`config.mk`:
```
export PLATFORM = sky130hd
export DESIGN_NAME = uart_rx_fifo
export DESIGN_NICKNAME = d
export VERILOG_FILES = /design/src/rtl/uart_rx_fifo.sv
export SDC_FILE = /design/constraint.sdc
export NUM_CORES = 1
export LEC_CHECK = 0
export ABC_AREA = 1
export BUFFER_PORTS_ARGS = -buffer_cell sky130_fd_sc_hd__buf_2
export CORE_ASPECT_RATIO = 2
export CORE_UTILIZATION = 45
export CTS_BUF_LIST = sky130_fd_sc_hd__clkbuf_4 sky130_fd_sc_hd__clkbuf_8
export DETAILED_ROUTE_END_ITERATION = 8
export MAX_ROUTING_LAYER = met4
export PLACE_DENSITY = 0.74
export SYNTH_ARGS = -nofsm -noshare
export SYNTH_HDL_FRONTEND = slang
export SYNTH_SLANG_ARGS = --single-unit
```
`constraint.sdc`:
```
create_clock -name clk -period 3.7 [get_ports clk]
set_clock_uncertainty 0.05 [all_clocks]
set_input_delay 0.37 -clock clk [delete_from_list [all_inputs] [get_ports clk]]
set_output_delay 0.37 -clock clk [all_outputs]
set_load 0.03 [all_outputs]
```
`src/rtl/uart_rx_fifo.sv`:
```
// uart_rx_fifo: UART receiver with 3-sample majority vote per bit, noise,
// framing and overrun detection, runtime baud divisor and a receive FIFO
// that stores status alongside each word.
//
// Optional feature macro: UART_RX_PARITY_EN
//   defined   -> one parity bit follows the data bits; per-entry pe output
//   undefined -> frame is start + DATA_BITS + stop; no pe port
//
// States:
//   S_IDLE   | waiting for a 1->0 edge on the synchronised line
//   S_START  | start bit; a majority of 1 is a false start
//   S_DATA   | shifting in DATA_BITS bits, LSB first
//   S_PARITY | single parity bit (parity build only)
//   S_STOP   | stop bit(s); completes at the last stop bit's final sample
module uart_rx_fifo #(
    parameter int DATA_BITS  = 8,
    parameter int DIV_W      = 8,
    parameter int FIFO_DEPTH = 4,
    parameter int STOP_BITS  = 1,
    parameter int PARITY_ODD = 0
) (
    input  logic                 clk,
    input  logic                 reset,
    input  logic                 rx,
    input  logic [DIV_W-1:0]     baudrate,
    input  logic                 rd,
    output logic [DATA_BITS-1:0] dataout,
    output logic                 dr,
    output logic                 nf,
    output logic                 fe,
`ifdef UART_RX_PARITY_EN
    output logic                 over,
    output logic                 pe
`else
    output logic                 over
`endif
);

    localparam int               AW        = $clog2(FIFO_DEPTH);
    localparam int               BCW       = $clog2(DATA_BITS);
    localparam logic [DIV_W-1:0] DIV_MIN   = DIV_W'(4);
    localparam logic [AW:0]      FULL_CNT  = (AW+1)'(FIFO_DEPTH);
    localparam logic [BCW-1:0]   LAST_BIT  = BCW'(DATA_BITS - 1);
    localparam logic             LAST_STOP = 1'(STOP_BITS - 1);

    // Reject parameter values the datapath widths were not sized for.
    if (DATA_BITS < 5 || DATA_BITS > 9 || STOP_BITS < 1 || STOP_BITS > 2 ||
        PARITY_ODD < 0 || PARITY_ODD > 1 || FIFO_DEPTH < 2 ||
        (FIFO_DEPTH & (FIFO_DEPTH - 1)) != 0 || DIV_W < 3) begin : g_param_check
        $error("uart_rx_fifo: illegal parameter combination");
    end

    typedef enum logic [2:0] {
        S_IDLE,
        S_START,
        S_DATA,
        S_PARITY,
        S_STOP
    } state_t;

    state_t               state, state_n;
    logic                 rx_meta, rxs, rxs_d;
    logic [DIV_W-1:0]     div, sc, sc_n, half, baud_eff;
    logic [BCW-1:0]       bit_cnt, bit_cnt_n;
    logic                 stop_cnt, stop_cnt_n;
    logic [1:0]           samp;
    logic                 at_s0, at_s1, at_eval, sc_last;
    logic                 maj, noisy;
    logic                 latch_div, frame_clr, shift_en, nf_set, fe_set, push;
    logic [DATA_BITS-1:0] shreg;
    logic                 f_nf, f_fe;
`ifdef UART_RX_PARITY_EN
    logic                 pe_chk, f_pe, exp_par;
    logic                 mem_pe [FIFO_DEPTH];
`endif

    logic [DATA_BITS-1:0] mem_data [FIFO_DEPTH];
    logic                 mem_nf   [FIFO_DEPTH];
    logic                 mem_fe   [FIFO_DEPTH];
    logic [AW-1:0]        wr_ptr, rd_ptr;
    logic [AW:0]          count;
    logic                 full, do_pop, do_wr, drop;

    // Two-flop synchroniser plus one delayed copy for start-edge detection.
    always_ff @(posedge clk) begin
        if (reset) begin
            rx_meta <= 1'b1;
            rxs     <= 1'b1;
            rxs_d   <= 1'b1;
        end else begin
            rx_meta <= rx;
            rxs     <= rx_meta;
            rxs_d   <= rxs;
        end
    end

    assign baud_eff = (baudrate < DIV_MIN) ? DIV_MIN : baudrate;
    assign half     = div >> 1;
    assign at_s0    = (sc == half - DIV_W'(1));
    assign at_s1    = (sc == half);
    assign at_eval  = (sc == half + DIV_W'(1));
    assign sc_last  = (sc == div - DIV_W'(1));
    // The third sample is the live synced value in the evaluation cycle.
    assign maj      = (samp[0] & samp[1]) | (samp[0] & rxs) | (samp[1] & rxs);
    assign noisy    = !((samp[0] == samp[1]) && (samp[1] == rxs));

    // FSM state and bit-timing counters.
    always_ff @(posedge clk) begin
        if (reset) begin
            state    <= S_IDLE;
            sc       <= '0;
            bit_cnt  <= '0;
            stop_cnt <= 1'b0;
        end else begin
            state    <= state_n;
            sc       <= sc_n;
            bit_cnt  <= bit_cnt_n;
            stop_cnt <= stop_cnt_n;
        end
    end

    // Next-state logic and per-cycle datapath strobes.
    always_comb begin
        state_n    = state;
        sc_n       = sc_last ? '0 : sc + DIV_W'(1);
        bit_cnt_n  = bit_cnt;
        stop_cnt_n = stop_cnt;
        latch_div  = 1'b0;
        frame_clr  = 1'b0;
        shift_en   = 1'b0;
        nf_set     = 1'b0;
        fe_set     = 1'b0;
        push       = 1'b0;
`ifdef UART_RX_PARITY_EN
        pe_chk     = 1'b0;
`endif
        case (state)
            S_IDLE: begin
                sc_n = '0;
                if (rxs_d && !rxs) begin
                    state_n   = S_START;
                    latch_div = 1'b1;
                    frame_clr = 1'b1;
                end
            end
            S_START: begin
                bit_cnt_n = '0;
                if (sc_last) state_n = S_DATA;
                if (at_eval) begin
                    if (maj) begin
                        state_n = S_IDLE;
                        sc_n    = '0;
                    end else begin
                        nf_set = noisy;
                    end
                end
            end
            S_DATA: begin
                if (at_eval) begin
                    shift_en = 1'b1;
                    nf_set   = noisy;
                end
                if (sc_last) begin
                    if (bit_cnt == LAST_BIT) begin
                        bit_cnt_n  = '0;
                        stop_cnt_n = 1'b0;
`ifdef UART_RX_PARITY_EN
                        state_n    = S_PARITY;
`else
                        state_n    = S_STOP;
`endif
                    end else begin
                        bit_cnt_n = bit_cnt + BCW'(1);
                    end
                end
            end
`ifdef UART_RX_PARITY_EN
            S_PARITY: begin
                if (at_eval) begin
                    pe_chk = 1'b1;
                    nf_set = noisy;
                end
                if (sc_last) begin
                    state_n    = S_STOP;
                    stop_cnt_n = 1'b0;
                end
            end
`endif
            S_STOP: begin
                if (sc_last) stop_cnt_n = stop_cnt + 1'b1;
                if (at_eval) begin
                    nf_set = noisy;
                    fe_set = !maj;
                    // Finish early so a start edge right after the stop bit is caught.
                    if (stop_cnt == LAST_STOP) begin
                        push    = 1'b1;
                        state_n = S_IDLE;
                        sc_n    = '0;
                    end
                end
            end
            default: begin
                state_n = S_IDLE;
                sc_n    = '0;
            end
        endcase
    end

`ifdef UART_RX_PARITY_EN
    assign exp_par = (^shreg) ^ (PARITY_ODD != 0);
`endif

    // Frame datapath: divisor latch, sample capture, shift register, frame flags.
    always_ff @(posedge clk) begin
        if (reset) begin
            div   <= DIV_MIN;
            samp  <= 2'b11;
            shreg <= '0;
            f_nf  <= 1'b0;
            f_fe  <= 1'b0;
`ifdef UART_RX_PARITY_EN
            f_pe  <= 1'b0;
`endif
        end else begin
            if (latch_div) div <= baud_eff;
            if (at_s0) samp[0] <= rxs;
            if (at_s1) samp[1] <= rxs;
            if (shift_en) shreg <= {maj, shreg[DATA_BITS-1:1]};
            if (frame_clr) begin
                f_nf <= 1'b0;
                f_fe <= 1'b0;
`ifdef UART_RX_PARITY_EN
                f_pe <= 1'b0;
`endif
            end else begin
                if (nf_set) f_nf <= 1'b1;
                if (fe_set) f_fe <= 1'b1;
`ifdef UART_RX_PARITY_EN
                if (pe_chk) f_pe <= maj ^ exp_par;
`endif
            end
        end
    end

    assign full   = (count == FULL_CNT);
    assign do_pop = rd && (count != '0);
    // A pop in the same cycle frees the slot for a push into a full FIFO.
    assign do_wr  = push && (!full || do_pop);
    assign drop   = push && full && !do_pop;

    // FIFO pointers, occupancy and sticky overrun.
    always_ff @(posedge clk) begin
        if (reset) begin
            wr_ptr <= '0;
            rd_ptr <= '0;
            count  <= '0;
            over   <= 1'b0;
        end else begin
            if (do_wr)  wr_ptr <= wr_ptr + AW'(1);
            if (do_pop) rd_ptr <= rd_ptr + AW'(1);
            case ({do_wr, do_pop})
                2'b10:   count <= count + (AW+1)'(1);
                2'b01:   count <= count - (AW+1)'(1);
                default: count <= count;
            endcase
            if (drop) over <= 1'b1;
        end
    end

    // FIFO storage; the flags of the completing cycle are folded in here.
    always_ff @(posedge clk) begin
        if (do_wr) begin
            mem_data[wr_ptr] <= shreg;
            mem_nf[wr_ptr]   <= f_nf | nf_set;
            mem_fe[wr_ptr]   <= f_fe | fe_set;
`ifdef UART_RX_PARITY_EN
            mem_pe[wr_ptr]   <= f_pe;
`endif
        end
    end

    assign dr      = (count != '0);
    assign dataout = dr ? mem_data[rd_ptr] : '0;
    assign nf      = dr ? mem_nf[rd_ptr] : 1'b0;
    assign fe      = dr ? mem_fe[rd_ptr] : 1'b0;
`ifdef UART_RX_PARITY_EN
    assign pe      = dr ? mem_pe[rd_ptr] : 1'b0;
`endif

endmodule

```
Yosys cells after proc, flatten, opt, wreduce, memory -nomap -nowiden
Memories as Yosys holds them, arrays and structs flattened. A register that Yosys moved wholly into a read port is not among the register bits.
Cells that the tools add are included.
{"block": "op_classes", "div_mod_pow": 0, "eq_ne": 19, "n_addsub": 10, "magnitude_cmp": 1, "muxes": 48, "reduce_logical": 22, "n_mul": 0, "n_shift": 0, "bitwise_logic": 7}
{"op": "$mux 8", "count": 7}
{"op": "$mux 3", "count": 10}
{"op": "$eq 8x8->1", "count": 3}
{"op": "$pmux 8 s3", "count": 1}
{"op": "$mux 1", "count": 19}
{"op": "$mux 2", "count": 6}
{"op": "$ne 2x2->1 const B", "count": 6}
{"op": "$pmux 3 s2", "count": 2}
{"op": "$pmux 3 s4", "count": 1}
{"op": "$eq 3x3->1 const B", "count": 3}
{"op": "$add 7x1->8 const B", "count": 1}
{"op": "$add 8x1->8 const B", "count": 1}
{"op": "$eq 8x7->1", "count": 1}
{"op": "$lt 8x3->1 const B", "count": 1}
{"op": "$sub 7x1->8 const B", "count": 1}
{"op": "$sub 8x1->8 const B", "count": 1}
{"op": "$add 3x1->3 const B", "count": 2}
{"op": "$logic_and 1x1->1", "count": 6}
{"op": "$reduce_bool 2->1", "count": 3}
{"op": "$logic_not 1->1", "count": 5}
{"op": "$reduce_and 5->1", "count": 1}
{"op": "$add 2x1->2 const B", "count": 2}
{"op": "$or 1x1->1", "count": 4}
{"op": "$pmux 1 s2", "count": 2}
{"op": "other kinds (14)", "count": 18}
{"block": "totals", "out_inout_bits": 12, "ff_bits": 46, "mem_bits_rw": 40, "latch_bits": 0, "elab_cells": 127, "memories": 3, "rom_bits": 0}
{"name": "mem_data", "depth": 4, "width": 8, "read_ports": 1, "rd_clocked_by_memory_dff": 1, "wr": 1, "line_no": "77", "rtl": "logic [DATA_BITS-1:0] mem_data [FIFO_DEPTH];"}
{"name": "mem_fe", "depth": 4, "width": 1, "read_ports": 1, "rd_clocked_by_memory_dff": 1, "wr": 1, "line_no": "79", "rtl": "logic mem_fe [FIFO_DEPTH];"}
{"name": "mem_nf", "depth": 4, "width": 1, "read_ports": 1, "rd_clocked_by_memory_dff": 1, "wr": 1, "line_no": "78", "rtl": "logic mem_nf [FIFO_DEPTH];"}

Longest topological paths before layout
Gate-level depths: netlist (run 1).
{"block": "depth", "word_depth": 7, "mapped_depth": 17, "mapped_depth_nobuf": 17}

Least setup slack after synthesis (run 1)
No wires, ideal clock.
{"block": "synth_path", "kind": "reg2reg", "start": "reg div[2]", "end": "mem mem_data[0][0], enable pin", "synth_period_minus_slack_ns": 2.477, "setup_ns": 0.376, "path_slack_ns": 1.223, "arrival_ns": 2.051, "t_required_ns": 3.274, "stages_incl_launch_ff": 12, "cell_sequence": "dfxtp_1 -> inv_1 -> ha_1 -> inv_1 -> nand2_1 -> nand2_1 -> nand2_1 -> a21oi_1 -> o211ai_1 -> nor4_1 -> nand4_1 -> nor2_1"}
{"block": "synth_via", "elab_chain_len": 7}
{"item": "start: declaration", "line_no": "63", "rtl": "logic [DIV_W-1:0] div, sc, sc_n, half, baud_eff;"}
{"item": "start signal: assignment", "line_no": "225", "rtl": "if (latch_div) div <= baud_eff;"}
{"item": "$add 7x1->8", "line_no": "101", "rtl": "assign at_eval = (sc == half + DIV_W'(1));"}
{"item": "$eq 8x8->1", "line_no": "101"}
{"item": "$mux 1", "line_no": "191", "rtl": "if (at_eval) begin"}
{"item": "$mux 1", "line_no": "137", "rtl": "case (state)"}
{"item": "$logic_and 1x1->1", "line_no": "248", "rtl": "assign do_wr = push && (!full || do_pop);"}
{"item": "$mux 1", "line_no": "272", "rtl": "if (do_wr) begin"}
{"item": "$mux 1 (not written as such)", "line_no": "273", "rtl": "mem_data[wr_ptr] <= shreg;"}
{"item": "end: declaration", "line_no": "77"}
Every way passes these cells.

Worst setup path in the final report (run 1)
{"block": "layout_path", "start": "reg div[2]", "end": "mem mem_data[2][7], enable pin"}
Same word-level chain as after synthesis.

==> results of run 1 <==
==> final cells by class <==
cell class | count | area, µm²
fillers | 960 | 4970
flip-flops and latches | 88 | 2160
multi-input cells | 389 | 2150
inverters | 73 | 274
well taps | 135 | 169
clock buffers | 11 | 151
repair buffers | 24 | 123
clock inverters | 5 | 86.3
==> stage by stage <==
step	instances	worst slack (ns)
floorplan	566	1.22
global placement	709	0.839
detailed placement	709	0.755
CTS	725	0.704
global route	725	0.348
finish	725	0.713
==> placed cells by master, fill, tap and decap left out, drive strengths merged, types with 6 or more instances in the layout <==
| master | Yosys | routed |
|---|---|---|
| nand2 | 101 | 101 |
| nor2 | 90 | 90 |
| inv | 72 | 73 |
| dfxtp | 48 | 48 |
| a21oi | 46 | 46 |
| o21ai | 44 | 44 |
| edfxtp | 40 | 40 |
| nand3 | 38 | 38 |
| buf | 8 | 24 |
| xor2 | 19 | 19 |
| ha | 12 | 12 |
| clkbuf | 8 | 11 |
| nor3 | 8 | 8 |
| xnor2 | 6 | 6 |
==> kinds of logic (layout without fill, tap and decap cells) <==
| group | Yosys count | in the layout | synth area share [%] |
|---|---|---|---|
| simple gates | 252 | 252 | 25.7 |
| compound gates | 98 | 98 | 11.4 |
| buf+inv | 89 | 113 | 7.86 |
| flops | 88 | 88 | 46.2 |
| xor+xnor | 25 | 25 | 5.00 |
| fa+ha+maj | 13 | 13 | 3.64 |
| mux | 1 | 1 | 0.214 |
==> report_power, final <==
part / switching [µW] / total (µW) / internal (µW) / leakage, µW
Clock: 345 / 767 / 422 / 0.000120
Sequential: 43.0 / 1090 / 1050 / 0.000760
Combinational: 650 / 902 / 252 / 0.00125
==> worst max path at each step <==
stage | from | endpoint | slack [ns] | cells past startpoint
CTS | div[2] | mem_data[2][7] | 0.70 | 11
global placement | div[2] | mem_data[2][4] | 0.84 | 11
global route | div[2] | mem_data[2][7] | 0.35 | 11
finish | div[2] | mem_data[2][7] | 0.71 | 11
floorplan | div[2] | mem_data[0][0] | 1.22 | 11
detailed placement | div[2] | mem_data[2][2] | 0.76 | 11
==> critical path, delay by kind of cell, from the launching register on <==
kind | cells | cell delay, ns
buffers and inverters | 2 | 0.18
AND/OR/NAND/NOR | 6 | 1.36
AO/OA/AOI/OAI | 2 | 0.24
flip-flops | 1 | 0.49
adder cells (fa/ha/maj) | 1 | 0.30
==> sequential cells by signal, summed over array words and instances, names as in the netlist, 2 cells and up, named ones only <==
register and flops:
rd_ptr 2, mem_fe 4, bit_cnt 3, div 8, wr_ptr 2, count 3, shreg 8, mem_nf 4
samp 2, state 3, sc 8, mem_data 32
==> routing by layer <==
layer / vias to the layer above / wire, µm / global-route usage (%)
met2: 60 / 6480 / 43.5
met3: 32 / 228 / 2.90
met1: 1692 / 3400 / 18.8
met4: 0 / 475 / 12.8
met5: - / 0 / -
li1: 1887 / - / -
==> reports/results.env, run 1 <==
ESTIMATED_WIRELENGTH_OF_THE_DETAIL_PLACED_DESIGN_UM=8660
PLACE.GP.CONGESTION=0.960
ROW_CNT=52
POWER.DENSITY_CELL_AREA_mW_PER_MM2=540
SYNTH.CELLS.MOST_FREQUENT='89 x nand2_1, 81 x nor2_1, 59 x inv_1'
SYNTH_AREA_PER_CELL_UM2=8.27
FINAL_CELL_AREA_MM2=0.00512
CTS_BUFFER_DEPTH=2
ANTENNA_CELLS_INSERTED=0
SYNTH-SEQ-CELLS=88
GRT_UTIL_ALL_LAYERS_PCT=22.4
FIN_TNS_SETUP_NS=0
WORSTHOLDPATHCELLS=2
REMAINING_NUMBER_OF_NETS_FLAGGED_BY_THE_ANTENNA_CHECK_AFTER_ROUTING=0
WORST_SETUP_HOLD_PATH_CLK_SLEW_NS=0.09
WIRE_LENGTH_OF_THE_FIRST_GLOBAL_ROUTING_PASS_UM=17300
LAYOUT_CELLS_SIZED_ABOVE_1_PCT=15.3
GRT_PASS1_VIAS=3665
SETUP_REPAIR_AFTER_GLOBAL_ROUTING_MISSED_ITS_MARGIN='no'
DRC=0
FINALCOREUTILIZATION_PCT=50.7
CTS.REPAIR_TIMING.SETUP_BUFFER_COUNT=0
PORT_BUFFERS=23
OVERFLOW=0
INITIAL_CORE_UTIL_PCT=46.4
DIEWIDTH_UM=74.1
RESULT_OF_THE_RUN='completed'
CTS_REPAIR_RESIZE_COUNT=0
YS_TOP_CELLS_BY_AREA='edfxtp_1 26%, dfxtp_1 21%, nand2_1 7.1%'
FINAL_MAX_SLEW_VIOL_COUNT=0
TIMING.CRITICAL_PATH.FROM_TYPE='flip-flop'
FINALSETUPVIOLCOUNT=0
SYNTH_CELL_TYPES=47
CTS_INSERTED_BUFFERS=9
WORST_PIN_SLEW_NS=0.794
YOSYS_WARNINGS=0
DESIGN_POWER_TOTAL_uW=2760
CRIT_PATH_MAX_FANOUT=10
WORST_R2R_SRC='div[2]'
P_LEAK_uW=0.00213
ROUTED_WIRELENGTH_UM=10600
SYNTH_TOP_CELL_AREA_SHARE_PCT=25.7
IR_DROP_mV=0.251
DATA_REQUIRED_CRITICAL_PATH_NS=3.64
TIMING.CRITICAL_PATH.MODE_CELL='nand2_1'
TIMING_HOLD_VIOLATIONS_FINAL=0
SYNTH-EDFF-COUNT=40
NUMBER_OF_ANTENNA_VIOLATIONS_AT_THE_FIRST_CHECK_IN_GLOBAL_ROUTING=0
SLEW-LIMIT-HEADROOM_PCT=46.9
POST_DP_CELL_AREA_MM2=0.00488
TIMING.HOLD.WORST_ENDPOINT='rx_meta'
MAX_CLOCK_FREQ_MHz=335
WORST_PATH_MAX_DELAY_CELL='nor2_1'
DIE_AREA_MM2=0.0108
HOLD_STARTPOINT='rx'
TIMING.CRITICAL_PATH.SLOWEST_CELL_DELAY_NS=0.69
CLOCK-ROOT-BUFFER='clkbuf_8'
SYN_TO_FINAL_GROWTH_PCT=9.30
IOPINCOUNT=24
WORST_SETUP_PATH_END_KIND='flip-flop'
SYNTH-ASYNC-RESET-RATIO_PCT=0
DIE_H_UM=146
R2R.WORST_PATH.CELLS=11
CTS.HOLD.BUFFERS_ADDED=0
MIN-DELAY-PATH-CLASS='input port to flip-flop'
WORSTPATHCELLLIST='inv_1, ha_1, inv_1, nand2_1, nand2_1, nand2_1, a21oi_1, o211ai_1, nor4_1, nand4_1, nor2_1'
FIN_WORST_HOLD_SLACK_NS=0.136
YOSYSMOSTFREQUENTCELL='nand2_1'
POST-SYNTH-TOP-AREA-CELL='edfxtp_1'
GRT_START_MAX_NET_PINS=22
WORST_SKEW_PAIR.LATE_LATENCY_NS=0.36
MOST_INSTANTIATED_FLIP_FLOP_CELL_IN_THE_SYNTHESIS_NETLIST='dfxtp_1'
DRT_ITER0_MARKERS=232
VIA_COUNT=3671
CRITICAL_PATH_ARRIVAL_NS=2.93
FIN_CRIT_NS=2.99
CORE_AREA_MM2=0.0101
MAPPEDNETLISTAREA_MM2=0.00468
CTS_TREE='yes'
WORSTSETUPPATHTYPE='flip-flop to flip-flop'
HTREEDEPTH=3
SYN-INSTANCE-COUNT=566
POST-ROUTE-PERIOD-UTIL_PCT=80.7
DRT_FIRST_PASS_ITERS=6
FINAL_NET_COUNT=610
WIRE_PER_INST_UM=14.6
WORSTREG2REGEND='mem_data[2][7]'
SYN-NUM-NETS=591
RRSETUPSLACK_NS=0.71
SYNTH.YOSYS.SEQ_AREA_SHARE_PCT=46.2
MAX_CAP_VIOLS=0
TRITONCTS_NUM_SINKS=88
POST_DRT_VIA_CELL_RATIO=5.06
No activity file was read; power rests on OpenSTA's default activity.
==> run 2, diff against run 1 <==
--- a/config.mk
+++ b/config.mk
@@ -12,7 +12,7 @@
 export CTS_BUF_LIST = sky130_fd_sc_hd__clkbuf_4 sky130_fd_sc_hd__clkbuf_8
 export DETAILED_ROUTE_END_ITERATION = 8
 export MAX_ROUTING_LAYER = met4
-export PLACE_DENSITY = 0.74
+export PLACE_DENSITY = 0.76
 export SYNTH_ARGS = -nofsm -noshare
 export SYNTH_HDL_FRONTEND = slang
 export SYNTH_SLANG_ARGS = --single-unit
==> constraint.sdc (replaced) <==
create_clock -name clk -period 2.58 [get_ports clk]
set_clock_uncertainty 0.05 [all_clocks]
set_input_delay 0.258 -clock clk [delete_from_list [all_inputs] [get_ports clk]]
set_output_delay 0.258 -clock clk [all_outputs]
set_load 0.03 [all_outputs]
==> run 2 against run 1 <==
Core utilization is 1.5 points higher. Wire length is 8.7% higher. Clock-buffer cell count is 1 lower. Critical path type unchanged.
==> reports/results.env, run 2 (same netlist as run 1, synthesis figures left out) <==
CTS.HOLD.BUFFERS_ADDED=0
FINAL_NET_COUNT=625
ROW_CNT=52
WIRE_LENGTH_OF_THE_FIRST_GLOBAL_ROUTING_PASS_UM=18400
RESULT_OF_THE_RUN='completed'
LEADING_CELL_TYPES_IN_THE_LAYOUT_FILL_AND_TAPS_EXCLUDED='89 x nand2_1, 78 x nor2_1, 58 x inv_1'
TIMING.CRITICAL_PATH.TO='mem_data[3][1]'
WIRE_PER_INST_UM=15.6
LAYOUT_CELLS_SIZED_ABOVE_1_PCT=18.5
ROUTED_WIRELENGTH_UM=11500
SYN_TO_FINAL_GROWTH_PCT=12.5
TIMING.CRITICAL_PATH.FROM='div[2]'
FIN_CRIT_NS=2.45
OVERFLOW=0
UPPERMOST_ROUTED_LAYER='met4'
WORST_SETUP_MARGIN_NS=0.127
INITIAL_CORE_UTIL_PCT=46.4
CLOCK_POWER_SHARE_PCT=25.0
FINAL_CELL_AREA_MM2=0.00526
WORST_R2R_SRC='div[2]'
CELL_INTERNAL_PWR_uW=2340
IOPINCOUNT=24
WORSTPATHCELLLIST='buf_4, ha_4, nand2_2, nor2_4, inv_2, a21oi_1, o211ai_1, nor4_1, nand4_1, buf_6, nor2_4, buf_6'
WORSTSETUPPATHTYPE='flip-flop to flip-flop'
TRITONCTS_NUM_SINKS=88
ANTENNA_CELLS_INSERTED=0
WL_MET1_UM=3520
WORST_PIN_SLEW_NS=0.673
DIEWIDTH_UM=74.1
POWER.SHARE.COMBINATIONAL_PCT=34.1
R2R.WORST_PATH.CELLS=12
LARGEST_REGISTER_FFS=32
GRT_UTIL_ALL_LAYERS_PCT=23.8
WORST_SKEW_PAIR.LATE_LATENCY_NS=0.36
CTS_INSERTED_BUFFERS=9
DIE_H_UM=146
GRT_START_MAX_NET_PINS=21
POST_DP_CELL_AREA_MM2=0.00495
DETAILROUTE.WIRELENGTH.MET3_UM=273
DIE_AREA_MM2=0.0108
WORST_SETUP_PATH_END_KIND='flip-flop'
WORST_SETUP_HOLD_PATH_CLK_SLEW_NS=0.09
CORE_AREA_MM2=0.0101
DRT_FIRST_PASS_ITERS=4
MAX_CAP_VIOLS=0
PLACE.GP.CONGESTION=1.02
IR_DROP_mV=0.295
POST_DRT_VIA_CELL_RATIO=5.19
DETAILEDPLACE.WORSTSLACK_NS=0.0918
POWER.SHARE.SWITCHING_PCT=39.1
POWER.DENSITY_CELL_AREA_mW_PER_MM2=730
DETAILED_ROUTED_WIRE_LENGTH_ON_MET2_UM=6810
GRT_PASS1_VIAS=3977
SEQ_POWER_SHARE_PCT=40.9
LARGEST-REGISTER='mem_data'
FINALCOREUTILIZATION_PCT=52.2
REMAINING_NUMBER_OF_NETS_FLAGGED_BY_THE_ANTENNA_CHECK_AFTER_ROUTING=0
CRITICAL_PATH_ARRIVAL_NS=2.49
RRSETUPSLACK_NS=0.13
DATA_REQUIRED_CRITICAL_PATH_NS=2.61
SWITCHING_POWER_uW=1500
TIMING_HOLD_VIOLATIONS_FINAL=0
TIMING.CRITICAL_PATH.FROM_TYPE='flip-flop'
HTREEDEPTH=3
WORSTREG2REGEND='mem_data[3][1]'
P_LEAK_uW=0.00219
VIA_COUNT=3841
CRIT_PATH_MAX_FANOUT=5
CTS_TREE='yes'
PORT_BUFFERS=23
POST-ROUTE-PERIOD-UTIL_PCT=95.1
DRC=0
FINAL_MAX_SLEW_VIOL_COUNT=0
TIMING.CRITICAL_PATH.SLOWEST_CELL_DELAY_NS=0.36
DRT_ITER0_MARKERS=193
MAX_CLOCK_FREQ_MHz=408
NUMBER_OF_ANTENNA_VIOLATIONS_AT_THE_FIRST_CHECK_IN_GLOBAL_ROUTING=0
LAYOUT.CELLS.MOST_COMMON='nand2_1'
CLOCK-ROOT-BUFFER='clkbuf_8'
SLEW-LIMIT-HEADROOM_PCT=54.8
ESTIMATED_WIRELENGTH_OF_THE_DETAIL_PLACED_DESIGN_UM=9180
WORST_PATH_MAX_DELAY_CELL='dfxtp_1'
FINALSETUPVIOLCOUNT=0
WORSTHOLDPATHCELLS=2
MIN-DELAY-PATH-CLASS='input port to flip-flop'
CTS_BUFFER_DEPTH=2
## run 2: area by class of cell
cell class / count / area [µm²]
clock buffer: 10 / 131
timing repair buffer: 39 / 259
sequential: 88 / 2170
multi-input combinational: 389 / 2190
tap: 135 / 169
fill: 932 / 4820
inverter: 73 / 277
clock inverter: 6 / 67.6
## run 2: power by group through the flow
| stage | Clock [µW] | Sequential [µW] | Combinational [µW] |
|---|---|---|---|
| after floorplan | 0 | 1570 | 979 |
| after global placement | 0 | 1600 | 1280 |
| after detailed placement | 0 | 1600 | 1310 |
| after CTS | 971 | 1570 | 1310 |
| after global routing | 1040 | 1580 | 1440 |
| final | 959 | 1570 | 1310 |
## run 2: per-stage QoR
step / instances / hold WS, ns / total power [µW] / TNS (ns)
final: 740 / 0.0278 / 3840 / 0
after detailed placement: 719 / 0.351 / 2910 / 0
after global placement: 719 / 0.348 / 2880 / 0
after floorplan: 566 / 0.312 / 2550 / 0
after global routing: 740 / 0.0174 / 4060 / -0.724
after CTS: 735 / 0.0185 / 3860 / 0
## run 2: timing repair
action | 4_1_cts | 5_1_grt
setup endpoints to repair | 0 | 40
buffers inserted | 0 | 2
gates resized for setup | 0 | 22
## run 2: critical path: cells and delay by family, from the launching register on
family / cells / cell delay (ns)
simple gates: 5 / 0.81
buf+inv: 4 / 0.58
flops: 1 / 0.36
compound gates: 2 / 0.23
fa+ha+maj: 1 / 0.15
## run 2: worst min-delay path by stage
stage / start / slack [ns] / end
after floorplan: rx / 0.31 / rx_meta
after global placement: rx_meta / 0.35 / rxs
after detailed placement: rx_meta / 0.35 / rxs
after CTS: rx / 0.02 / rx_meta
after global routing: rx / 0.02 / rx_meta
final: rx / 0.03 / rx_meta
## run 2: metal layers
layer	up-vias	track usage, %
met5	-	-
met4	0	18.8
met3	53	3.66
met2	96	44.6
met1	1774	18.8
li1	1918	-
